**config.mk**
```make
export PLATFORM = sky130hd
export DESIGN_NAME = stage_sequencer
export DESIGN_NICKNAME = d
export VERILOG_FILES = /design/src/rtl/stage_sequencer_pkg.sv /design/src/rtl/fetch_timer.sv /design/src/rtl/stage_sequencer.sv
export SDC_FILE = /design/constraint.sdc
export NUM_CORES = 1
export LEC_CHECK = 0
export CAP_MARGIN = 40
export CORE_MARGIN = 2
export CORE_UTILIZATION = 44
export CTS_BUF_LIST = sky130_fd_sc_hd__clkbuf_8
export DETAILED_ROUTE_END_ITERATION = 12
export PLACE_DENSITY = 0.79
export SYNTH_ARGS = -nofsm -noshare
export SYNTH_HDL_FRONTEND = slang
export SYNTH_HIERARCHICAL = 1
export SYNTH_SLANG_ARGS = --single-unit
```
**constraint.sdc**
```tcl
create_clock -name clk -period 1.7 [get_ports clk]
set_input_delay 0.17 -clock clk [delete_from_list [all_inputs] [get_ports clk]]
set_output_delay 0.17 -clock clk [all_outputs]
set_load 0.01 [all_outputs]
```
**src/rtl/stage_sequencer_pkg.sv**
```systemverilog
// stage_sequencer_pkg: stage encodings, instruction classes and opcodes shared by the sequencer
package stage_sequencer_pkg;
   localparam logic [2:0] ST_FETCH     = 3'd0;
   localparam logic [2:0] ST_DECODE    = 3'd1;
   localparam logic [2:0] ST_READ      = 3'd2;
   localparam logic [2:0] ST_EXECUTE   = 3'd3;
   localparam logic [2:0] ST_WRITEBACK = 3'd4;
   localparam logic [2:0] ST_HALT      = 3'd5;
   localparam logic [2:0] ST_FAULT     = 3'd6;

   localparam logic [4:0] RTYPE = 5'b00001;
   localparam logic [4:0] ITYPE = 5'b00010;
   localparam logic [4:0] UTYPE = 5'b00100;

   localparam logic [6:0] OP_RTYPE = 7'b0110011;
   localparam logic [6:0] OP_ITYPE = 7'b0010011;
   localparam logic [6:0] OP_LUI   = 7'b0110111;

   function automatic logic is_supported(input logic [4:0] t);
      return (t == RTYPE) || (t == ITYPE);
   endfunction
endpackage

```
**src/rtl/fetch_timer.sv**
```systemverilog
// fetch_timer: counts consecutive un-acked fetch cycles and flags the last allowed one
module fetch_timer #(
   parameter int TIMEOUT = 15
) (
   input  logic clk,
   input  logic clear_i,
   input  logic enable_i,
   output logic expired_o
);
   localparam int W = $clog2(TIMEOUT + 1);
   logic [W-1:0] cnt_q;
   // wait counter: clear wins over count
   always_ff @(posedge clk)
      cnt_q <= clear_i ? '0 : enable_i ? cnt_q + 1'b1 : cnt_q;
   assign expired_o = (cnt_q == W'(TIMEOUT - 1));
endmodule

```
**src/rtl/stage_sequencer.sv**
```systemverilog
// stage_sequencer: multi-cycle fetch/decode/read/execute/writeback control FSM
module stage_sequencer
   import stage_sequencer_pkg::*;
#(
   parameter logic [31:0] RESET_PC      = 32'h0000_0000,
   parameter int          FETCH_TIMEOUT = 15
) (
   input  logic        clk,
   input  logic        reset,
   output logic        imem_req_o,
   output logic [31:0] imem_addr_o,
   input  logic        imem_ack_i,
   input  logic [31:0] imem_data_i,
   output logic [31:0] ir_o,
   input  logic [4:0]  itype_i,
   output logic [2:0]  stage_o,
   output logic        readin_a_o,
   output logic        readin_b_o,
   output logic        readin_pass_o,
   output logic        wb_en_o,
   input  logic        halt_i,
   output logic        illegal_o,
   output logic        fault_o,
   output logic [31:0] retire_cnt_o
);
   logic [2:0]  state_q, state_d;
   logic        req_q, req_d, rd_q, rd_d, wb_q, wb_d, ill_q, ill_d, flt_q, flt_d;
   logic [31:0] pc_q, pc_d, ir_q, ir_d, ret_q, ret_d;
   logic        fetch_wait, expired;

   // a fetch is only live once req is up; the idle FETCH cycle after reset neither waits nor accepts acks
   assign fetch_wait = (state_q == ST_FETCH) && req_q && !imem_ack_i;

   fetch_timer #(.TIMEOUT(FETCH_TIMEOUT)) u_timer (
      .clk       (clk),
      .clear_i   (reset || !fetch_wait),
      .enable_i  (fetch_wait),
      .expired_o (expired)
   );

   // next-state logic; strobes and req are registered so they are computed for the coming state
   always_comb begin
      state_d = state_q;
      req_d   = 1'b0;
      rd_d    = 1'b0;
      wb_d    = 1'b0;
      ir_d    = ir_q;
      pc_d    = pc_q;
      ret_d   = ret_q;
      ill_d   = ill_q;
      flt_d   = flt_q;
      case (state_q)
         ST_FETCH: begin
            if (req_q && imem_ack_i) begin
               ir_d    = imem_data_i;
               state_d = ST_DECODE;
            end else if (req_q && expired) begin
               flt_d   = 1'b1;
               state_d = ST_FAULT;
            end else begin
               req_d = 1'b1;
            end
         end
         ST_DECODE: begin
            state_d = is_supported(itype_i) ? ST_READ : ST_WRITEBACK;
            rd_d    = is_supported(itype_i);
            ill_d   = ill_q || !is_supported(itype_i);
         end
         ST_READ: state_d = ST_EXECUTE;
         ST_EXECUTE: begin
            state_d = ST_WRITEBACK;
            wb_d    = 1'b1;
         end
         ST_WRITEBACK: begin
            pc_d    = pc_q + 32'd4;
            ret_d   = ret_q + 32'd1;
            state_d = halt_i ? ST_HALT : ST_FETCH;
            req_d   = !halt_i;
         end
         ST_HALT: begin
            state_d = halt_i ? ST_HALT : ST_FETCH;
            req_d   = !halt_i;
         end
         ST_FAULT: state_d = ST_FAULT;
         default: state_d = ST_FETCH;
      endcase
   end

   // state registers with synchronous reset taking priority over every transition
   always_ff @(posedge clk) begin
      if (reset) begin
         state_q <= ST_FETCH;
         req_q   <= 1'b0;
         rd_q    <= 1'b0;
         wb_q    <= 1'b0;
         ir_q    <= '0;
         pc_q    <= RESET_PC;
         ret_q   <= '0;
         ill_q   <= 1'b0;
         flt_q   <= 1'b0;
      end else begin
         state_q <= state_d;
         req_q   <= req_d;
         rd_q    <= rd_d;
         wb_q    <= wb_d;
         ir_q    <= ir_d;
         pc_q    <= pc_d;
         ret_q   <= ret_d;
         ill_q   <= ill_d;
         flt_q   <= flt_d;
      end
   end

   assign imem_req_o    = req_q;
   assign imem_addr_o   = pc_q;
   assign ir_o          = ir_q;
   assign stage_o       = state_q;
   assign readin_a_o    = rd_q;
   assign readin_b_o    = rd_q;
   assign readin_pass_o = rd_q;
   assign wb_en_o       = wb_q;
   assign illegal_o     = ill_q;
   assign fault_o       = flt_q;
   assign retire_cnt_o  = ret_q;
endmodule

```
==> results of run 1 <==
-- repair_timing --
| action | 4_1_cts | 5_1_grt |
|---|---|---|
| pin swaps | 8 | 25 |
| setup buffers | 2 | 12 |
| cloned | 1 | 8 |
| endpoints found under the setup margin | 16 | 38 |
| hold buffers | 0 | 0 |
| resized for setup | 13 | 63 |
-- kinds of logic (layout without fill, tap and decap cells) --
kind of cell | after synthesis | count (layout)
and+or+nand+nor | 261 | 262
DFF | 106 | 106
buffers and inverters | 48 | 276
muxes | 8 | 8
AOI/OAI and AO/OA | 121 | 121
adders and majority gates | 4 | 4
other | 1 | 2
xor gates and xnor gates | 20 | 20
-- report_power, final --
part | total, W | switching [W] | internal (W)
clock network | 0.00161 | 0.000896 | 0.000715
logic | 0.00140 | 0.000667 | 0.000733
registers | 0.00279 | 0.000127 | 0.00266
-- cell type report --
class / instances / area share [%]
multi-input combinational: 417 / 35.5
timing repair buffer: 251 / 30.9
sequential: 106 / 28.4
tap: 140 / 2.27
clock buffer: 10 / 1.78
clock inverter: 6 / 0.729
inverter: 9 / 0.437
-- worst min-delay path by stage --
stage | start | end | slack [ns] | depth (start not counted)
2_1_floorplan | imem_data_i[0] | ir_o[0]$_SDFFE_PP0P_ | 0.31 | 2
3_3_place_gp | ir_o[30]$_SDFFE_PP0P_ | ir_o[30]$_SDFFE_PP0P_ | 0.44 | 2
3_5_place_dp | ir_o[8]$_SDFFE_PP0P_ | ir_o[8]$_SDFFE_PP0P_ | 0.45 | 2
4_1_cts | reset | illegal_o$_SDFFE_PP0N_ | 0.19 | 2
5_1_grt | reset | imem_addr_o[15]$_SDFFE_PP0P_ | 0.22 | 2
6_report | reset | illegal_o$_SDFFE_PP0N_ | 0.20 | 2
-- cell usage after synthesis, types with 2 or more instances --
library cell / instances / area, um2
o21ba_2: 2 / 20.0
xnor2_1: 8 / 70.1
a31oi_1: 2 / 12.5
buf_4: 4 / 30.0
nor2_1: 35 / 131
dfxtp_1: 106 / 2120
and2_1: 3 / 18.8
o21ai_0: 6 / 30.0
nand4b_1: 4 / 35.0
mux2_2: 5 / 56.3
nor3_1: 8 / 40.0
ha_1: 4 / 50.1
xor2_1: 12 / 105
nand4_1: 18 / 113
or4_1: 27 / 203
nand3_1: 20 / 100
nand2b_1: 2 / 12.5
buf_1: 3 / 11.3
nand2_1: 92 / 345
and4_1: 9 / 78.8
o41ai_1: 3 / 26.3
clkbuf_1: 29 / 109
inv_1: 9 / 33.8
and3_1: 9 / 56.3
or3_1: 4 / 25.0
a21oi_1: 74 / 370
mux2i_1: 2 / 20.0
and4bb_2: 2 / 25.0
nor4_1: 10 / 62.6
nor2b_1: 6 / 37.5
buf_2: 3 / 15.0
o31ai_1: 28 / 210
-- flip-flops by register name (all words and copies together), names as in the netlist --
signal         count
ir_o              32
retire_cnt_o      32
imem_addr_o       30
u_timer/cnt_q      4
stage_o            3
fault_o            1
illegal_o          1
imem_req_o         1
readin_a_o         1
wb_en_o            1
-- stage by stage --
step	hold slack [ns]	TNS [ns]
after floorplan	0.306	-0.0253
after global placement	0.441	-0.0977
after detailed placement	0.446	-0.443
after CTS	0.190	-0.120
after global routing	0.223	-1.30
final	0.196	-0.250
-- per-layer routing --
layer	vias to the layer above	track usage [%]
met5	-	0
met2	221	38.9
met4	0	10.7
met3	42	4.52
li1	2513	-
met1	2551	29.3
==> impl_metrics.py, run 1 <==
metrics = {
    "outcome": {
        "status": "finished, violations left",
        "violations": "setup timing",
    },
    "synth": {
        "synth_enable_flop_cells": 0,
        "synth_simple_gate_area_share_pct": 29.9,
        "ys_ff_latch": 106,
        "synthArstFlopShare_pct": 0,
        "synth_xor_area_share_pct": 3.65,
        "synthesis.area_um2": 4790,
        "synthMuxAreaShare_pct": 1.91,
        "synth_warnings": 6,
        "synthFlopType": "dfxtp_1",
        "synthCells": 569,
        "synth_compound_area_share_pct": 15.0,
        "synth_top_family_by_area": "simple AND/OR/NAND/NOR gates",
        "ys_seq_area_share_pct": 44.3,
        "synthAdderAreaFrac_pct": 1.04,
        "synth.avg_cell_area_um2": 8.42,
        "synthDistinctLibCells": 52,
    },
    "global_route": {
        "antenna_found_initial": 0,
        "grt_pass1_vias": 4849,
        "grt_pass1_wl_um": 22100,
        "overflow": 0,
        "grt.total_usage_pct": 23.4,
        "grt_max_degree": 34,
    },
    "timing": {
        "worstMarginPinSlew_ns": 0.546,
        "rsz0062_at_grt": "yes",
        "clock.fmax_ghz": 0.572,
        "fin_ws_ns": -0.0483,
        "period_share_pct": 103,
        "relSlewSlack_pct": 63.5,
        "hold_viol_final": 0,
        "drv_slew": 0,
        "period_minus_slack_ns": 1.75,
        "setup_viol": 13,
        "finalClockSkew_ns": 0.0136,
    },
    "critical_path": {
        "cp-end-kind": "register",
        "critical_path_depth": 4,
        "worstPathRequired_ns": 2.01,
        "rr_worst_depth": 4,
        "worstSetupStartpointType": "register",
        "cp-startpoint": "imem_addr_o[15]$_SDFFE_PP0P_",
        "path_delay_family": "simple AND/OR/NAND/NOR gates",
        "r2r_start": "imem_addr_o[15]$_SDFFE_PP0P_",
        "r2r_end": "imem_addr_o[29]$_SDFFE_PP0P_",
        "worstSetupPathType": "register to register",
        "slowest_delay_ns": 0.53,
        "reg2reg_slack_ns": -0.05,
        "critPathBufInv": 0,
        "setup.worst_path.end": "imem_addr_o[29]$_SDFFE_PP0P_",
        "crit_top_cell": "or4_4",
        "arrival_ns": 2.06,
        "path_max_fanout": 4,
        "crit_chain": "nand4_4, or4_4, or4_4, a21oi_2",
        "crit_slowest_cell": "or4_4",
    },
    "clock_tree": {
        "cts_root_buf": "clkbuf_8",
        "clk_latency_ns": 0.39,
        "numCtsBuffers": 9,
        "cts_buffer_depth": 2,
        "htree_levels": 3,
        "cts_num_sinks": 106,
        "cts_tree": "yes",
        "clkTransAtPathRegs_ns": 0.11,
    },
    "power": {
        "power.total_w": 0.00580,
        "ir_worst_vdd_mv": 0.571,
        "powerDensity_nw_per_um2": 751,
        "leakagePower_nw": 2.78,
    },
    "placed_design": {
        "port_buffers": 144,
        "place_ws_ns": -0.121,
        "place_inst": 900,
        "place_area_um2": 7000,
        "gp_congestion": 0.921,
        "hpwl_um": 9990,
    },
    "finish": {
        "nFillCells": 796,
        "final_area_um2": 7720,
        "synthToLayoutAreaGrowth_pct": 61.1,
        "multi_input_area_um2": 2740,
        "nets": 839,
        "antennaDiodeCount": 0,
        "mostFrequentLayoutCells": "clkdlybuf4s50_1, nand2_1, buf_4",
        "utilization_pct": 71.9,
        "instances_no_fill": 939,
        "register_area_um2": 2190,
        "final_common_cell": "clkdlybuf4s50_1",
        "drive_gt1_share_pct": 28.3,
    },
    "detailed_routing": {
        "routed.top_layer": "met4",
        "drcViolationCount": 0,
        "dr.first_iter.drc_count": 372,
        "drtPass1Iterations": 5,
        "wl_met1_um": 6260,
        "wl_per_cell_um": 16.7,
        "finalWirelength_um": 15600,
        "vias": 5327,
        "wl_met2_um": 7940,
        "detail-route-antenna-nets": 0,
        "vias_per_cell": 5.67,
        "wl_met3_um": 964,
    },
    "run": {
        "maxCapViolCount": 0,
    },
    "hold_path": {
        "hold_class": "primary input to register",
    },
    "die": {
        "die_w_um": 108,
        "start_util_pct": 44.6,
        "core_area_um2": 10700,
        "io_pins": 147,
        "die_h_um": 108,
        "std_cell_rows": 38,
        "dieArea_um2": 11700,
    },
}
Power figures use the tool's default switching activity.
==> run 2: changes to the inputs <==
- CORE_UTILIZATION: 44 -> 40
- GPL_ROUTABILITY_DRIVEN: default -> 0
- PLACE_DENSITY: 0.79 -> 0.73
- SYNTH_HIERARCHICAL: 1 -> default
==> run 2 against run 1 <==
Compared with the run above: the flow still finishes with violations (setup timing); worst setup slack got worse by 0.21 ns; sequential cell count is the same; total power rose by 12%; via count shrank 1.1%; die area up 6.6%; count of clock-buffer cells in the layout up 1; highest routed layer unchanged.
==> impl_metrics.py, run 2 <==
metrics = {
    "detailed_routing": {
        "vias": 5267,
        "finalWirelength_um": 16500,
        "dr.first_iter.drc_count": 297,
        "vias_per_cell": 5.55,
        "wl_per_cell_um": 17.4,
        "drtPass1Iterations": 6,
        "detail-route-antenna-nets": 0,
        "drcViolationCount": 0,
    },
    "hold_path": {
        "holdPathStages": 2,
        "min_to": "fault_o$_SDFFE_PP0P_",
        "min-delay-start": "reset",
        "hold_class": "primary input to register",
    },
    "synth": {
        "synthCells": 561,
        "synthesis.area_um2": 4660,
        "synthTopCellsByArea": "dfxtp_1, nand2_1, a21oi_1",
        "synth_enable_flop_cells": 0,
        "yosysMostFrequentCell": "dfxtp_1",
        "synth_top_cell_area_share_pct": 45.6,
        "synthDistinctLibCells": 43,
        "synthArstFlopShare_pct": 0,
        "ys_top_cells_by_count": "dfxtp_1, nand2_1, a21oi_1, nor2_1, or4_1",
        "ys_seq_area_share_pct": 45.6,
        "synthFlopType": "dfxtp_1",
        "ys_ff_latch": 106,
        "synth.avg_cell_area_um2": 8.30,
        "yosysTopAreaCell": "dfxtp_1",
        "synth_warnings": 0,
    },
    "critical_path": {
        "reg2reg_slack_ns": -0.26,
        "worstSetupStartpointType": "register",
        "path_max_fanout": 15,
        "r2r_end": "retire_cnt_o[15]$_SDFFE_PP0P_",
        "critPathBufInv": 2,
        "path_delay_family": "simple AND/OR/NAND/NOR gates",
        "rr_worst_depth": 6,
        "cp-end-kind": "register",
        "slowest_delay_ns": 0.56,
        "crit_slowest_cell": "or4_4",
        "worstPathRequired_ns": 1.95,
        "arrival_ns": 2.22,
        "r2r_start": "retire_cnt_o[11]$_SDFFE_PP0P_",
        "crit_chain": "nand4_1, or4_4, buf_6, clkbuf_16, o21ai_0, a21oi_2",
        "worstSetupPathType": "register to register",
    },
    "die": {
        "die_w_um": 112,
        "start_util_pct": 41.0,
        "std_cell_rows": 39,
        "core_area_um2": 11400,
        "io_pins": 147,
        "die_h_um": 112,
        "dieArea_um2": 12500,
    },
    "clock_tree": {
        "htree_levels": 3,
        "clkTransAtPathRegs_ns": 0.11,
        "cts_num_sinks": 106,
        "numCtsBuffers": 9,
        "cts_root_buf": "clkbuf_8",
        "cts_buffer_depth": 2,
        "cts_tree": "yes",
        "hold_buffers": 0,
        "clk_latency_ns": 0.38,
    },
    "power": {
        "powerDensity_nw_per_um2": 807,
        "p_sw_w": 0.00199,
        "p_int_w": 0.00449,
        "power_frac_seq_pct": 43.1,
        "ir_worst_vdd_mv": 0.449,
        "leakagePower_nw": 2.88,
        "sw_frac_of_total_pct": 30.7,
        "clkPwrFrac_pct": 25.5,
        "p_comb_share_pct": 31.5,
    },
    "timing": {
        "clock.fmax_ghz": 0.510,
        "relSlewSlack_pct": 63.5,
        "finalClockSkew_ns": 0.0114,
        "period_minus_slack_ns": 1.96,
        "worstMarginPinSlew_ns": 0.548,
        "setup_viol": 38,
        "whs_ns": 0.248,
        "drv_slew": 0,
        "fin_ws_ns": -0.261,
        "period_share_pct": 115,
        "hold_viol_final": 0,
        "rsz0062_at_grt": "yes",
        "fin_tns_setup_ns": -5.28,
    },
    "placed_design": {
        "port_buffers": 144,
        "place_inst": 907,
        "hpwl_um": 10200,
        "place_ws_ns": -0.279,
    },
    "finish": {
        "antennaDiodeCount": 0,
        "utilization_pct": 70.5,
        "instances_no_fill": 949,
        "nFillCells": 846,
        "mostFrequentLayoutCells": "clkdlybuf4s50_1, buf_4, nand2_1",
        "nets": 846,
        "final_common_cell": "clkdlybuf4s50_1",
        "synthToLayoutAreaGrowth_pct": 72.2,
        "drive_gt1_share_pct": 32.3,
    },
    "global_route": {
        "grt.total_usage_pct": 23.2,
        "grt_pass1_vias": 5158,
        "grt_pass1_wl_um": 24300,
        "antenna_found_initial": 0,
        "overflow": 0,
        "grt_max_degree": 44,
    },
    "run": {
        "maxCapViolCount": 0,
    },
    "outcome": {
        "violations": "setup timing",
        "status": "finished, violations left",
    },
}
## run 2: layer usage
| metal | global-route usage [%] | part of all wire (%) | routed length, um |
|---|---|---|---|
| met5 | 0 | 0 | 0 |
| met4 | 8.64 | 2.4 | 397 |
| met3 | 3.38 | 4.8 | 795 |
| met2 | 40.4 | 52 | 8500 |
| met1 | 29.1 | 41 | 6780 |
## run 2: kinds of logic after synthesis
family / share of synthesized area, %
multiplexers: 0.967
AO/OA/AOI/OAI: 14.0
other: 0.0805
buffers and inverters: 4.51
AND/OR/NAND/NOR: 29.1
flip-flops: 45.6
XOR/XNOR: 4.70
adder cells (fa/ha/maj): 1.07
## run 2: worst max path at each step
stage / from / end / cells past startpoint
3_5_place_dp: stage_o[2]$_SDFFE_PP0P_ / retire_cnt_o[26]$_SDFFE_PP0P_ / 4
2_1_floorplan: stage_o[0]$_SDFFE_PP0P_ / retire_cnt_o[24]$_SDFFE_PP0P_ / 6
5_1_grt: stage_o[1]$_SDFFE_PP0P_ / retire_cnt_o[30]$_SDFFE_PP0P_ / 5
6_report: retire_cnt_o[11]$_SDFFE_PP0P_ / retire_cnt_o[15]$_SDFFE_PP0P_ / 6
4_1_cts: stage_o[0]$_SDFFE_PP0P_ / retire_cnt_o[26]$_SDFFE_PP0P_ / 4
3_3_place_gp: stage_o[2]$_SDFFE_PP0P_ / retire_cnt_o[28]$_SDFFE_PP0P_ / 4
## run 2: timing repair
| action | in CTS | in global routing |
|---|---|---|
| resized for setup | 61 | 70 |
| pin swaps | 32 | 20 |
| gates cloned | 2 | 7 |
| setup endpoints to repair | 37 | 87 |
| setup buffers | 10 | 7 |
## run 2: power groups by stage
stage               Sequential, W  Combinational [W]  Clock [W]
floorplan                 0.00290           0.000641          0
finish                    0.00279            0.00204    0.00165
detailed placement        0.00282            0.00145          0
global placement          0.00281            0.00142          0
global route              0.00281            0.00217    0.00177
CTS                       0.00277            0.00160    0.00167
## run 2: area by class of cell
cell class              count  area, um2  area share [%]
well taps                 143        179            2.23
flip-flops and latches    106       2180            27.2
clock inverters             5       55.1           0.687
repair buffers            266       2630            32.7
inverters                   9       33.8           0.421
clock buffers              11        151            1.89
multi-input cells         409       2790            34.8
## run 2: through the flow
stage	total power [W]	area (um2)
final	0.00647	8020
after global routing	0.00674	8020
after CTS	0.00603	7470
after detailed placement	0.00428	6920
after global placement	0.00423	6920
after floorplan	0.00354	4750
